`config.mk`:
```
export PLATFORM = sky130hd
export DESIGN_NAME = countdown_timer
export DESIGN_NICKNAME = d
export VERILOG_FILES = /design/src/rtl/countdown_timer_pkg.sv /design/src/rtl/countdown_timer_down_counter.sv /design/src/rtl/countdown_timer.sv
export SDC_FILE = /design/constraint.sdc
export NUM_CORES = 1
export LEC_CHECK = 0
export CORE_MARGIN = 4
export CORE_UTILIZATION = 54
export DETAILED_ROUTE_END_ITERATION = 10
export PLACE_DENSITY = 0.81
export SLEW_MARGIN = 30
export SYNTH_ARGS = -nofsm -noshare
export SYNTH_HDL_FRONTEND = slang
export SYNTH_SLANG_ARGS = --single-unit
```
`constraint.sdc`:
```
create_clock -name clk -period 5.1 [get_ports clk]
set_input_delay 1.02 -clock clk [delete_from_list [all_inputs] [get_ports clk]]
set_output_delay 1.02 -clock clk [all_outputs]
set_load 0.02 [all_outputs]
```
`src/rtl/countdown_timer_pkg.sv`:
```
// Shared state encoding, field limits and setpoint clamping for the countdown timer.
package countdown_timer_pkg;

  typedef enum logic [1:0] {
    ST_IDLE  = 2'd0,
    ST_RUN   = 2'd1,
    ST_PAUSE = 2'd2,
    ST_ALARM = 2'd3
  } state_t;

  localparam int MSEC_MAX = 99;
  localparam int SEC_MAX  = 59;
  localparam int MIN_MAX  = 59;
  localparam int HOUR_MAX = 23;

  localparam int MSEC_W = 7;
  localparam int SEC_W  = 6;
  localparam int MIN_W  = 6;
  localparam int HOUR_W = 5;

  function automatic logic [HOUR_W-1:0] clamp_hour(input logic [HOUR_W-1:0] v);
    return (v > HOUR_W'(HOUR_MAX)) ? HOUR_W'(HOUR_MAX) : v;
  endfunction

  function automatic logic [SEC_W-1:0] clamp_sixty(input logic [SEC_W-1:0] v);
    return (v > SEC_W'(SEC_MAX)) ? SEC_W'(SEC_MAX) : v;
  endfunction

endpackage

```
`src/rtl/countdown_timer_down_counter.sv`:
```
// Single time-field down counter; wraps to MAX and raises a same-cycle borrow when decremented at zero.
module down_counter #(
  parameter int MAX   = 9,
  parameter int WIDTH = 4
) (
  input  logic             clk,
  input  logic             rst,
  input  logic             i_dec,
  input  logic             load,
  input  logic [WIDTH-1:0] load_val,
  input  logic             clear,
  output logic [WIDTH-1:0] o_val,
  output logic             o_borrow
);

  localparam logic [WIDTH-1:0] MAX_V = WIDTH'(MAX);

  logic [WIDTH-1:0] val_reg;

  always_ff @(posedge clk or posedge rst) begin
    if (rst) begin
      val_reg <= '0;
    end else if (clear) begin
      val_reg <= '0;
    end else if (load) begin
      val_reg <= load_val;
    end else if (i_dec) begin
      val_reg <= (val_reg == '0) ? MAX_V : val_reg - 1'b1;
    end
  end

  assign o_val    = val_reg;
  assign o_borrow = i_dec & (val_reg == '0);

endmodule

```
`src/rtl/countdown_timer.sv`:
```
// Countdown timer: loads hh:mm:ss, counts down in 100 Hz steps through a borrow chain,
// then holds an alarm for ALARM_TICKS ticks or until acknowledged.
module countdown_timer
  import countdown_timer_pkg::*;
#(
  parameter int FCOUNT      = 1_000_000 - 1,
  parameter int ALARM_TICKS = 300
) (
  input  logic              clk,
  input  logic              rst,
  input  logic              btn_runstop,
  input  logic              btn_clear,
  input  logic              set_load,
  input  logic [HOUR_W-1:0] set_hour,
  input  logic [MIN_W-1:0]  set_min,
  input  logic [SEC_W-1:0]  set_sec,
  output logic [MSEC_W-1:0] tm_msec,
  output logic [SEC_W-1:0]  tm_sec,
  output logic [MIN_W-1:0]  tm_min,
  output logic [HOUR_W-1:0] tm_hour,
  output logic              running,
  output logic              done,
  output logic              alarm
);

  localparam int PW = (FCOUNT > 0) ? $clog2(FCOUNT + 1) : 1;
  localparam int AW = (ALARM_TICKS > 1) ? $clog2(ALARM_TICKS) : 1;
  localparam logic [PW-1:0] PRESC_TC = PW'(FCOUNT);
  localparam logic [AW-1:0] ALARM_TC = AW'(ALARM_TICKS - 1);

  state_t          state_reg;
  logic [PW-1:0]   presc_reg;
  logic [AW-1:0]   alarm_cnt_reg;
  logic            done_reg;

  logic            tick;
  logic            dec_en;
  logic            load_en;
  logic            time_nonzero;
  logic            last_step;
  logic            msec_borrow;
  logic            sec_borrow;
  logic            min_borrow;
  logic            hour_borrow_unused;

  assign tick         = (presc_reg == PRESC_TC);
  assign time_nonzero = |{tm_hour, tm_min, tm_sec, tm_msec};
  assign last_step    = (tm_msec == MSEC_W'(1)) && (tm_sec == '0) && (tm_min == '0) && (tm_hour == '0);

  // A pause or clear in the tick cycle suppresses the step; zero is never decremented.
  assign dec_en  = (state_reg == ST_RUN) && tick && !btn_clear && !btn_runstop;
  assign load_en = set_load && !btn_clear && ((state_reg == ST_IDLE) || (state_reg == ST_PAUSE));

  down_counter #(.MAX(MSEC_MAX), .WIDTH(MSEC_W)) u_msec (
    .clk      (clk),
    .rst      (rst),
    .i_dec    (dec_en),
    .load     (load_en),
    .load_val ('0),
    .clear    (btn_clear),
    .o_val    (tm_msec),
    .o_borrow (msec_borrow)
  );

  down_counter #(.MAX(SEC_MAX), .WIDTH(SEC_W)) u_sec (
    .clk      (clk),
    .rst      (rst),
    .i_dec    (msec_borrow),
    .load     (load_en),
    .load_val (clamp_sixty(set_sec)),
    .clear    (btn_clear),
    .o_val    (tm_sec),
    .o_borrow (sec_borrow)
  );

  down_counter #(.MAX(MIN_MAX), .WIDTH(MIN_W)) u_min (
    .clk      (clk),
    .rst      (rst),
    .i_dec    (sec_borrow),
    .load     (load_en),
    .load_val (clamp_sixty(set_min)),
    .clear    (btn_clear),
    .o_val    (tm_min),
    .o_borrow (min_borrow)
  );

  down_counter #(.MAX(HOUR_MAX), .WIDTH(HOUR_W)) u_hour (
    .clk      (clk),
    .rst      (rst),
    .i_dec    (min_borrow),
    .load     (load_en),
    .load_val (clamp_hour(set_hour)),
    .clear    (btn_clear),
    .o_val    (tm_hour),
    .o_borrow (hour_borrow_unused)
  );

  always_ff @(posedge clk or posedge rst) begin
    if (rst) begin
      state_reg     <= ST_IDLE;
      presc_reg     <= '0;
      alarm_cnt_reg <= '0;
      done_reg      <= 1'b0;
    end else begin
      done_reg <= 1'b0;
      if (btn_clear) begin
        state_reg     <= ST_IDLE;
        presc_reg     <= '0;
        alarm_cnt_reg <= '0;
      end else begin
        case (state_reg)
          ST_IDLE: begin
            presc_reg     <= '0;
            alarm_cnt_reg <= '0;
            if (!set_load && btn_runstop && time_nonzero) begin
              state_reg <= ST_RUN;
            end
          end
          ST_RUN: begin
            if (btn_runstop) begin
              state_reg <= ST_PAUSE;
            end else begin
              presc_reg <= tick ? '0 : presc_reg + 1'b1;
              if (tick && last_step) begin
                state_reg     <= ST_ALARM;
                done_reg      <= 1'b1;
                alarm_cnt_reg <= '0;
              end
            end
          end
          ST_PAUSE: begin
            if (set_load) begin
              presc_reg <= '0;
            end else if (btn_runstop && time_nonzero) begin
              state_reg <= ST_RUN;
            end
          end
          ST_ALARM: begin
            if (btn_runstop) begin
              state_reg     <= ST_IDLE;
              alarm_cnt_reg <= '0;
              presc_reg     <= '0;
            end else begin
              presc_reg <= tick ? '0 : presc_reg + 1'b1;
              if (tick) begin
                if (alarm_cnt_reg == ALARM_TC) begin
                  state_reg     <= ST_IDLE;
                  alarm_cnt_reg <= '0;
                end else begin
                  alarm_cnt_reg <= alarm_cnt_reg + 1'b1;
                end
              end
            end
          end
          default: state_reg <= ST_IDLE;
        endcase
      end
    end
  end

  assign running = (state_reg == ST_RUN);
  assign alarm   = (state_reg == ST_ALARM);
  assign done    = done_reg;

endmodule

```
# == Word-level counts from Yosys, hierarchy flattened ==
# Cells that the tools add are included.
# totals
ramBits,0
latchBits,0
regBits,56
input_bits,22
mem_bits_ro,0
n_memories,0
word_cells,111
output_inout_bits,27
# classes
n_mux,46
mul,0
bitwise_logic,3
n_reduce_logical,30
shift,0
n_lt_le_gt_ge,3
div,0
n_addsub,6
eq_ne,15
# op_table
operator,count
$mux W20,5
$pmux W20 S4,1
$mux W6,10
$mux W9,6
$mux W7,4
$pmux W9 S3,1
$mux W5,5
$reduce_or A24 Y1,1
$add A20 B1 Y20 const B,1
$eq A20 B20 Y1 const B,1
$mux W2,9
$gt A6 B6 Y1 const B,2
$logic_and A1 B1 Y1,12
$logic_not A6 Y1,2
$ne A4 B3 Y1 const B,3
$reduce_bool A3 Y1,4
$sub A6 B1 Y6 const B,2
$add A9 B1 Y9 const B,1
$eq A9 B9 Y1 const B,1
$ne A3 B2 Y1 const B,3
$ne A3 B3 Y1 const B,3
$pmux W2 S4,1
$eq A7 B1 Y1 const B,1
$logic_not A7 Y1,1
15 further kinds,23

# == Depth between registers and ports, before layout ==
# Gate-level depths: netlist of the first run.
# logic_depth
depth_word,10
ltp_mapped,8

# == Cells and area by module ==
# A second synthesis of the first run with hierarchy kept.
# hier_totals
cells_unflattened,443
area_unflattened_um2,3936.3
# by_module_without_submodules
mod,n_inst,area_per_inst_um2,cells_each
countdown_timer,1,2194.6,249
down_counter (u_min ...),2,450.4,50
down_counter (u_msec),1,523.0,60
down_counter (u_hour),1,317.8,34

# == Least setup slack after synthesis of the first run ==
# Ideal clock, no wire load.
# synth_path
path_kind,input-to-reg
startpoint,in btn_clear
endpoint,reg alarm_cnt_reg[8]
setup_ps,104
setup_slack_ps,2422
stages,5
t_arrival_ps,2574
cell_sequence,or3b_2 a41o_1 or3_1 buf_6 o41ai_2
# synth_between
elab_chain_len,2
# synth_rtl
element,line_no,text
start: declaration,countdown_timer.sv:12,"input logic btn_clear,"
$ne A4 B3 Y1 (no source line) (tied with other cells),-,
$reduce_and A4 Y1 (no source line),-,
end signal: assignment,countdown_timer.sv:150,alarm_cnt_reg <= alarm_cnt_reg + 1'b1;
end: declaration,countdown_timer.sv:33,logic [AW-1:0] alarm_cnt_reg;
# Several ways; a longest one is shown, not always the timed one.
# A chain may end at the register's enable or synchronous reset.

# == Worst setup path after layout of the first run ==
# layout_path
startpoint,in btn_clear
endpoint,reg u_min.val_reg[4] (netlist: u_min.o_val[4])
# layout_between
elab_chain_len,6
# layout_rtl
element,line_no,text
$logic_not A1 Y1,"countdown_timer.sv:51, countdown_timer.sv:52",
$logic_and A1 B1 Y1 (2 in a row),countdown_timer.sv:51,assign dec_en = (state_reg == ST_RUN) && tick && !btn_clear && !btn_runstop;
$and A1 B1 Y1 (2 in a row),countdown_timer_down_counter.sv:33,assign o_borrow = i_dec & (val_reg == '0);
$reduce_bool A3 Y1 (no source line),-,
end signal: assignment,countdown_timer_down_counter.sv:26,val_reg <= load_val;
end signal: assignment,countdown_timer_down_counter.sv:28,val_reg <= (val_reg == '0) ? MAX_V : val_reg - 1'b1;
end: declaration,countdown_timer_down_counter.sv:18,logic [WIDTH-1:0] val_reg;
# Several ways; a longest one is shown, not always the timed one.

==> metrics.json, run 1 <==
{
  "die_outline_height": {"value": 91.2, "unit": "um"},
  "synth.top_cells.by_area": {"value": "sky130_fd_sc_hd__dfrtp_1, sky130_fd_sc_hd__ha_1, sky130_fd_sc_hd__o31ai_1"},
  "post_cts.repair.setup_buffers": {"value": 0},
  "drc_errors": {"value": 0},
  "detail_route.wl_per_cell": {"value": 17.3, "unit": "um"},
  "proportion_of_layout_cells_with_a_drive_suffix_above_1": {"value": 0.0540},
  "hold_path_class": {"value": "flop to flop"},
  "clk_path_buf_depth": {"value": 2},
  "ctsHtreeMaxLevel": {"value": 2},
  "grtUsageTotal": {"value": 0.227},
  "cts_hold_buffers": {"value": 0},
  "run_status": {"value": "complete, no violations"},
  "hold_viol": {"value": 0},
  "routed_wl": {"value": 9.40, "unit": "mm"},
  "cts-buffers-inserted": {"value": 5},
  "setup_tns": {"value": 0, "unit": "ps"},
  "clkLatencyLatePin": {"value": 320, "unit": "ps"},
  "final.setup.worst_slack": {"value": 1560, "unit": "ps"},
  "layout.filler_cells": {"value": 545},
  "dieWidth": {"value": 91.2, "unit": "um"},
  "vias_per_cell": {"value": 6.48},
  "dr_iter_0_viols": {"value": 305},
  "startpoint_type": {"value": "input pin"},
  "floorplan.rows": {"value": 30},
  "rsz0062_at_grt": {"value": "false"},
  "number_of_flops_mapped_to_enable_cells_by_yosys": {"value": 0},
  "report.final.slew_viol_count": {"value": 0},
  "finalClockSkew": {"value": 12.3, "unit": "ps"},
  "yosys_warnings": {"value": 0},
  "synthesis.nets": {"value": 456},
  "postSynthRegisterBits": {"value": 56},
  "number_of_antenna_violations_at_the_first_check_in_global_routing": {"value": 0},
  "period_minus_slack": {"value": 3540, "unit": "ps"},
  "diodes": {"value": 0},
  "cap_viol_max_count": {"value": 0},
  "dp.final_hpwl": {"value": 6.77, "unit": "mm"},
  "initial_utilization": {"value": 0.554},
  "largest_register_ffs": {"value": 20},
  "grt_first_pass_wirelength": {"value": 15.8, "unit": "mm"},
  "postCtsResizedCells": {"value": 0},
  "floorplan.core_area": {"value": 6760, "unit": "um2"},
  "synthesis.area": {"value": 3740, "unit": "um2"},
  "gp_routability_congestion": {"value": 0.847},
  "tritoncts_clock_tree": {"value": "done"},
  "flow.area_growth_from_synthesis": {"value": 16.9, "unit": "%"},
  "max_freq": {"value": 283, "unit": "MHz"},
  "synth.distinct_cells": {"value": 65},
  "worst-setup-path-type": {"value": "input pin to flop"},
  "route.vias.total": {"value": 3518},
  "critPathCaptureType": {"value": "flop"},
  "vdd_ir_max": {"value": 0.149, "unit": "mV"},
  "die_area": {"value": 8320, "unit": "um2"},
  "antenna_violating_nets_left": {"value": 0},
  "path_clk_slew": {"value": 100, "unit": "ps"},
  "syn_inst": {"value": 419},
  "timing.critical_path.fanout_max": {"value": 14},
  "ys_top_cells_by_count": {"value": "sky130_fd_sc_hd__dfrtp_1, sky130_fd_sc_hd__nor2_1, sky130_fd_sc_hd__nand3_1, sky130_fd_sc_hd__inv_1, sky130_fd_sc_hd__nand2_1"},
  "worst_pin_slew": {"value": 970, "unit": "ps"},
  "global_route_overflow": {"value": 0},
  "synth_seq_area_share": {"value": 0.375},
  "post-synth-top-count-cell": {"value": "sky130_fd_sc_hd__dfrtp_1"},
  "final_net_count": {"value": 499},
  "avgSynthCellArea": {"value": 8.93, "unit": "um2"},
  "synth_top_area_frac": {"value": 0.375},
  "crit_required": {"value": 5310, "unit": "ps"},
  "clock_tree.root_cell": {"value": "sky130_fd_sc_hd__clkbuf_8"},
  "power.leakage": {"value": 1.83, "unit": "nW"},
  "place.port_buffers": {"value": 48},
  "timing.max_slew.rel_slack": {"value": 0.350},
  "grt_pass1_vias": {"value": 3280},
  "post-place-ws": {"value": 1260, "unit": "ps"},
  "design.portCount": {"value": 49},
  "share_of_synthesized_flip_flops_with_an_asynchronous_set_or_reset": {"value": 1.00},
  "layout_worst_path_cycle_share": {"value": 0.694},
  "timing.critical_path.slowest_stage_cell": {"value": "sky130_fd_sc_hd__nor3b_1"},
  "synth_largest_area_cell": {"value": "sky130_fd_sc_hd__dfrtp_1"},
  "finalSetupViolCount": {"value": 0},
  "cts_sinks": {"value": 56},
  "first_pass_iters": {"value": 5},
  "critical-path-max-stage-delay": {"value": 630, "unit": "ps"},
  "cellPowerDensity": {"value": 391, "unit": "nW/um2"},
  "cp_cell_sequence": {"value": "clkdlybuf4s50_1, buf_4, nor3b_1, and4_1, nand3_1, and2_1, mux2_1"},
  "crit_arrival": {"value": 3740, "unit": "ps"},
  "grt_max_degree": {"value": 57},
  "synth_top_flop_cell": {"value": "sky130_fd_sc_hd__dfrtp_1"}
}
[worst max-delay path: cells and delay by family]
kind | cells | cell delay [ps]
mux | 1 | 330
buf+inv | 2 | 900
simple gates | 4 | 1490
[worst paths after layout]
check	startpoint	endpoint	slack (ps)	depth (start not counted)
max	btn_clear	u_min.o_val[4]	1560	7
min in group asynchronous	rst	presc_reg[2]	1220	3
min	alarm_cnt_reg[8]	alarm_cnt_reg[8]	510	1
min reg2reg	alarm_cnt_reg[8]	alarm_cnt_reg[8]	510	1
max reg2reg	u_min.o_val[0]	alarm_cnt_reg[8]	1950	7
max in group asynchronous	rst	presc_reg[15]	3420	3
[through the flow]
stage / power (W) / instances / utilization / hold slack [ps] / area (um2)
floorplan: 0.00116 / 419 / - / 468 / 3740
global placement: 0.00143 / 535 / 0.634 / 486 / 4280
detailed placement: 0.00145 / 535 / 0.634 / 505 / 4280
CTS: 0.00171 / 543 / 0.647 / 519 / 4370
global route: 0.00182 / 543 / 0.647 / 540 / 4370
finish: 0.00171 / 543 / 0.647 / 514 / 4370
[placed cells by master, fill, tap and decap left out, drive strengths merged, types with 4 or more instances in the layout]
cell	netlist	routed
or4	5	5
a31oi	6	6
o21ai	21	21
nand4	9	9
or3	4	4
a21o	4	4
xnor2	7	7
nand2b	10	10
o41ai	4	4
mux2i	7	7
a311o	5	5
ha	15	15
o31ai	19	19
nor2	33	33
or4b	5	5
and2	4	4
dfrtp	56	56
buf	3	4
and3	12	12
nor3b	6	6
nand2	24	24
a211oi	6	6
nor3	10	10
inv	24	24
clkdlybuf4s50	0	48
nor4	6	6
nand3	25	25
clkbuf	13	8
a21oi	24	24
xor2	4	4
[report_power, final]
group / leakage (nW) / switching [W] / total [W] / internal (W)
logic: 1.02 / 0.000491 / 0.000849 / 0.000358
registers: 0.763 / 0.0000964 / 0.000606 / 0.000509
clock network: 0.0455 / 0.000143 / 0.000255 / 0.000111
[kinds of logic (layout without fill, tap and decap cells)]
group | Yosys count | count (layout) | share of synthesized area
AND/OR/NAND/NOR | 170 | 170 | 0.260
flip-flops | 56 | 56 | 0.375
multiplexers | 9 | 9 | 0.0247
AO/OA/AOI/OAI | 118 | 118 | 0.222
buffers and inverters | 40 | 84 | 0.0435
XOR/XNOR | 11 | 11 | 0.0258
adder cells (fa/ha/maj) | 15 | 15 | 0.0502
[layout make-up]
cell class | instances | area, um2 | share of cell area
multi-input combinational | 323 | 2180 | 0.499
sequential | 56 | 1400 | 0.320
timing repair buffer | 52 | 510 | 0.117
tap | 80 | 100 | 0.0229
clock buffer | 8 | 90.1 | 0.0206
inverter | 24 | 90.1 | 0.0206
[metal layers]
metal | track usage | routed length, um
met1 | 0.321 | 4320
met2 | 0.363 | 4480
met3 | 0.0348 | 493
met4 | 0.0641 | 113
met5 | 0 | 0
(Power assumes the default switching activity.)
==> run 2, diff against run 1 <==
==> constraint.sdc (replaced) <==
create_clock -name clk -period 3.5 [get_ports clk]
set_input_delay 0.7 -clock clk [delete_from_list [all_inputs] [get_ports clk]]
set_output_delay 0.7 -clock clk [all_outputs]
set_load 0.02 [all_outputs]
==> metrics.json, run 2 (synthesis gave the netlist of run 1 again) <==
{
  "vdd_ir_max": {"value": 0.250, "unit": "mV"},
  "largest_register_ffs": {"value": 20},
  "detail_route.wl_per_cell": {"value": 17.0, "unit": "um"},
  "cp_cell_sequence": {"value": "inv_1, ha_1, or4b_1, nor3b_1, a31oi_1, buf_4, or3_1, o41ai_2"},
  "cts_hold_buffers": {"value": 0},
  "grt_first_pass_wirelength": {"value": 16.1, "unit": "mm"},
  "startpoint_type": {"value": "flop"},
  "design.portCount": {"value": 49},
  "cts_sinks": {"value": 56},
  "timing.critical_path.slowest_stage_cell": {"value": "sky130_fd_sc_hd__or4b_1"},
  "final.setup.worst_slack": {"value": 580, "unit": "ps"},
  "layout_worst_path_cycle_share": {"value": 0.834},
  "timing.critical_path.fanout_max": {"value": 11},
  "hold_path_class": {"value": "flop to flop"},
  "hold_viol": {"value": 0},
  "clk_path_buf_depth": {"value": 2},
  "grt_max_degree": {"value": 57},
  "clock_tree.root_cell": {"value": "sky130_fd_sc_hd__clkbuf_8"},
  "number_of_antenna_violations_at_the_first_check_in_global_routing": {"value": 0},
  "cap_viol_max_count": {"value": 0},
  "period_minus_slack": {"value": 2920, "unit": "ps"},
  "ctsHtreeMaxLevel": {"value": 2},
  "layout.cells.non_filler": {"value": 550},
  "vias_per_cell": {"value": 6.51},
  "tritoncts_clock_tree": {"value": "done"},
  "die_outline_height": {"value": 91.2, "unit": "um"},
  "clkLatencyLatePin": {"value": 320, "unit": "ps"},
  "finalSetupViolCount": {"value": 0},
  "drc_errors": {"value": 0},
  "post-place-ws": {"value": 487, "unit": "ps"},
  "dieWidth": {"value": 91.2, "unit": "um"},
  "power.leakage": {"value": 1.87, "unit": "nW"},
  "cts-buffers-inserted": {"value": 5},
  "worst_pin_slew": {"value": 903, "unit": "ps"},
  "flow.area_growth_from_synthesis": {"value": 18.2, "unit": "%"},
  "antenna_violating_nets_left": {"value": 0},
  "setup_tns": {"value": 0, "unit": "ps"},
  "global_route_overflow": {"value": 0},
  "crit_arrival": {"value": 3140, "unit": "ps"},
  "cp-startpoint": {"value": "u_hour.o_val[0]"},
  "place.port_buffers": {"value": 48},
  "floorplan.rows": {"value": 30},
  "dr_iter_0_viols": {"value": 231},
  "path_clk_slew": {"value": 110, "unit": "ps"},
  "routed_wl": {"value": 9.35, "unit": "mm"},
  "final_net_count": {"value": 506},
  "run_status": {"value": "complete, no violations"},
  "crit_required": {"value": 3720, "unit": "ps"},
  "initial_utilization": {"value": 0.554},
  "post_cts.repair.setup_buffers": {"value": 0},
  "timing.max_slew.rel_slack": {"value": 0.398},
  "max_freq": {"value": 342, "unit": "MHz"},
  "grtUsageTotal": {"value": 0.234},
  "proportion_of_layout_cells_with_a_drive_suffix_above_1": {"value": 0.0723},
  "first_pass_iters": {"value": 9},
  "grt_pass1_vias": {"value": 3312},
  "report.power.total": {"value": 0.00249, "unit": "W"},
  "cellPowerDensity": {"value": 564, "unit": "nW/um2"},
  "gp_routability_congestion": {"value": 0.873},
  "rsz0062_at_grt": {"value": "false"},
  "die_area": {"value": 8320, "unit": "um2"},
  "regToRegStartpoint": {"value": "u_hour.o_val[0]"},
  "finalClockSkew": {"value": 11.5, "unit": "ps"},
  "layout_commonest_cell": {"value": "sky130_fd_sc_hd__dfrtp_1"},
  "postCtsResizedCells": {"value": 0},
  "layout.cells.most_common_list": {"value": "sky130_fd_sc_hd__dfrtp_1, sky130_fd_sc_hd__clkdlybuf4s50_1, sky130_fd_sc_hd__nor2_1"},
  "diodes": {"value": 0},
  "worst-setup-path-type": {"value": "flop to flop"},
  "critPathCaptureType": {"value": "flop"},
  "dp.final_hpwl": {"value": 6.90, "unit": "mm"},
  "critical-path-max-stage-delay": {"value": 520, "unit": "ps"},
  "floorplan.core_area": {"value": 6760, "unit": "um2"},
  "inst_count_dp": {"value": 542},
  "route.vias.total": {"value": 3578},
  "holdCritStartpoint": {"value": "u_msec.o_val[5]"},
  "report.final.slew_viol_count": {"value": 0}
}
## run 2: path summary, 6_finish.rpt
check,end,slack [ps],depth (start not counted)
worst max-delay path,alarm_cnt_reg[7],580,8
worst min-delay path,u_msec.o_val[5],530,1
worst max register to register,alarm_cnt_reg[7],580,8
worst min register to register,u_msec.o_val[5],530,1
max in group asynchronous,u_hour.o_val[2],2150,3
min in group asynchronous,presc_reg[1],880,3
## run 2: area by class of cell
type                            instances  area (um2)
Timing Repair Buffer                   59         563
Clock buffer                            5        68.8
Sequential cell                        56        1400
Multi-Input combinational cell        323        2180
Clock inverter                          3        18.8
Tap cell                               80         100
Fill cell                             556        2330
Inverter                               24        90.1
## run 2: where the power goes
group	leakage [nW]	total (W)	internal [W]	switching (W)
clock	0.0479	0.000364	0.000140	0.000223
sequential	0.763	0.000879	0.000742	0.000137
combinational	1.05	0.00125	0.000540	0.000711
## run 2: worst max-delay path, delay by kind of cell, from the launching register on
family | cells | cell delay [ps]
compound gates | 2 | 520
fa+ha+maj | 1 | 170
buf+inv | 2 | 320
flops | 1 | 430
simple gates | 3 | 1400
## run 2: per-stage QoR
stage | utilization | hold slack (ps) | instance area, um2
after floorplan | - | 468 | 3740
after global placement | 0.642 | 487 | 4340
after detailed placement | 0.642 | 510 | 4340
after CTS | 0.655 | 529 | 4420
after global routing | 0.655 | 564 | 4420
final | 0.655 | 528 | 4420
## run 2: per-layer routing
| metal | share of wire | up-vias | global-route usage | wire length [um] |
|---|---|---|---|---|
| met5 | 0 | - | 0 | 0 |
| met2 | 0.47 | 132 | 0.353 | 4350 |
| met3 | 0.045 | 25 | 0.0373 | 425 |
| li1 | - | 1683 | - | - |
| met4 | 0.025 | 0 | 0.102 | 237 |
| met1 | 0.46 | 1738 | 0.331 | 4340 |
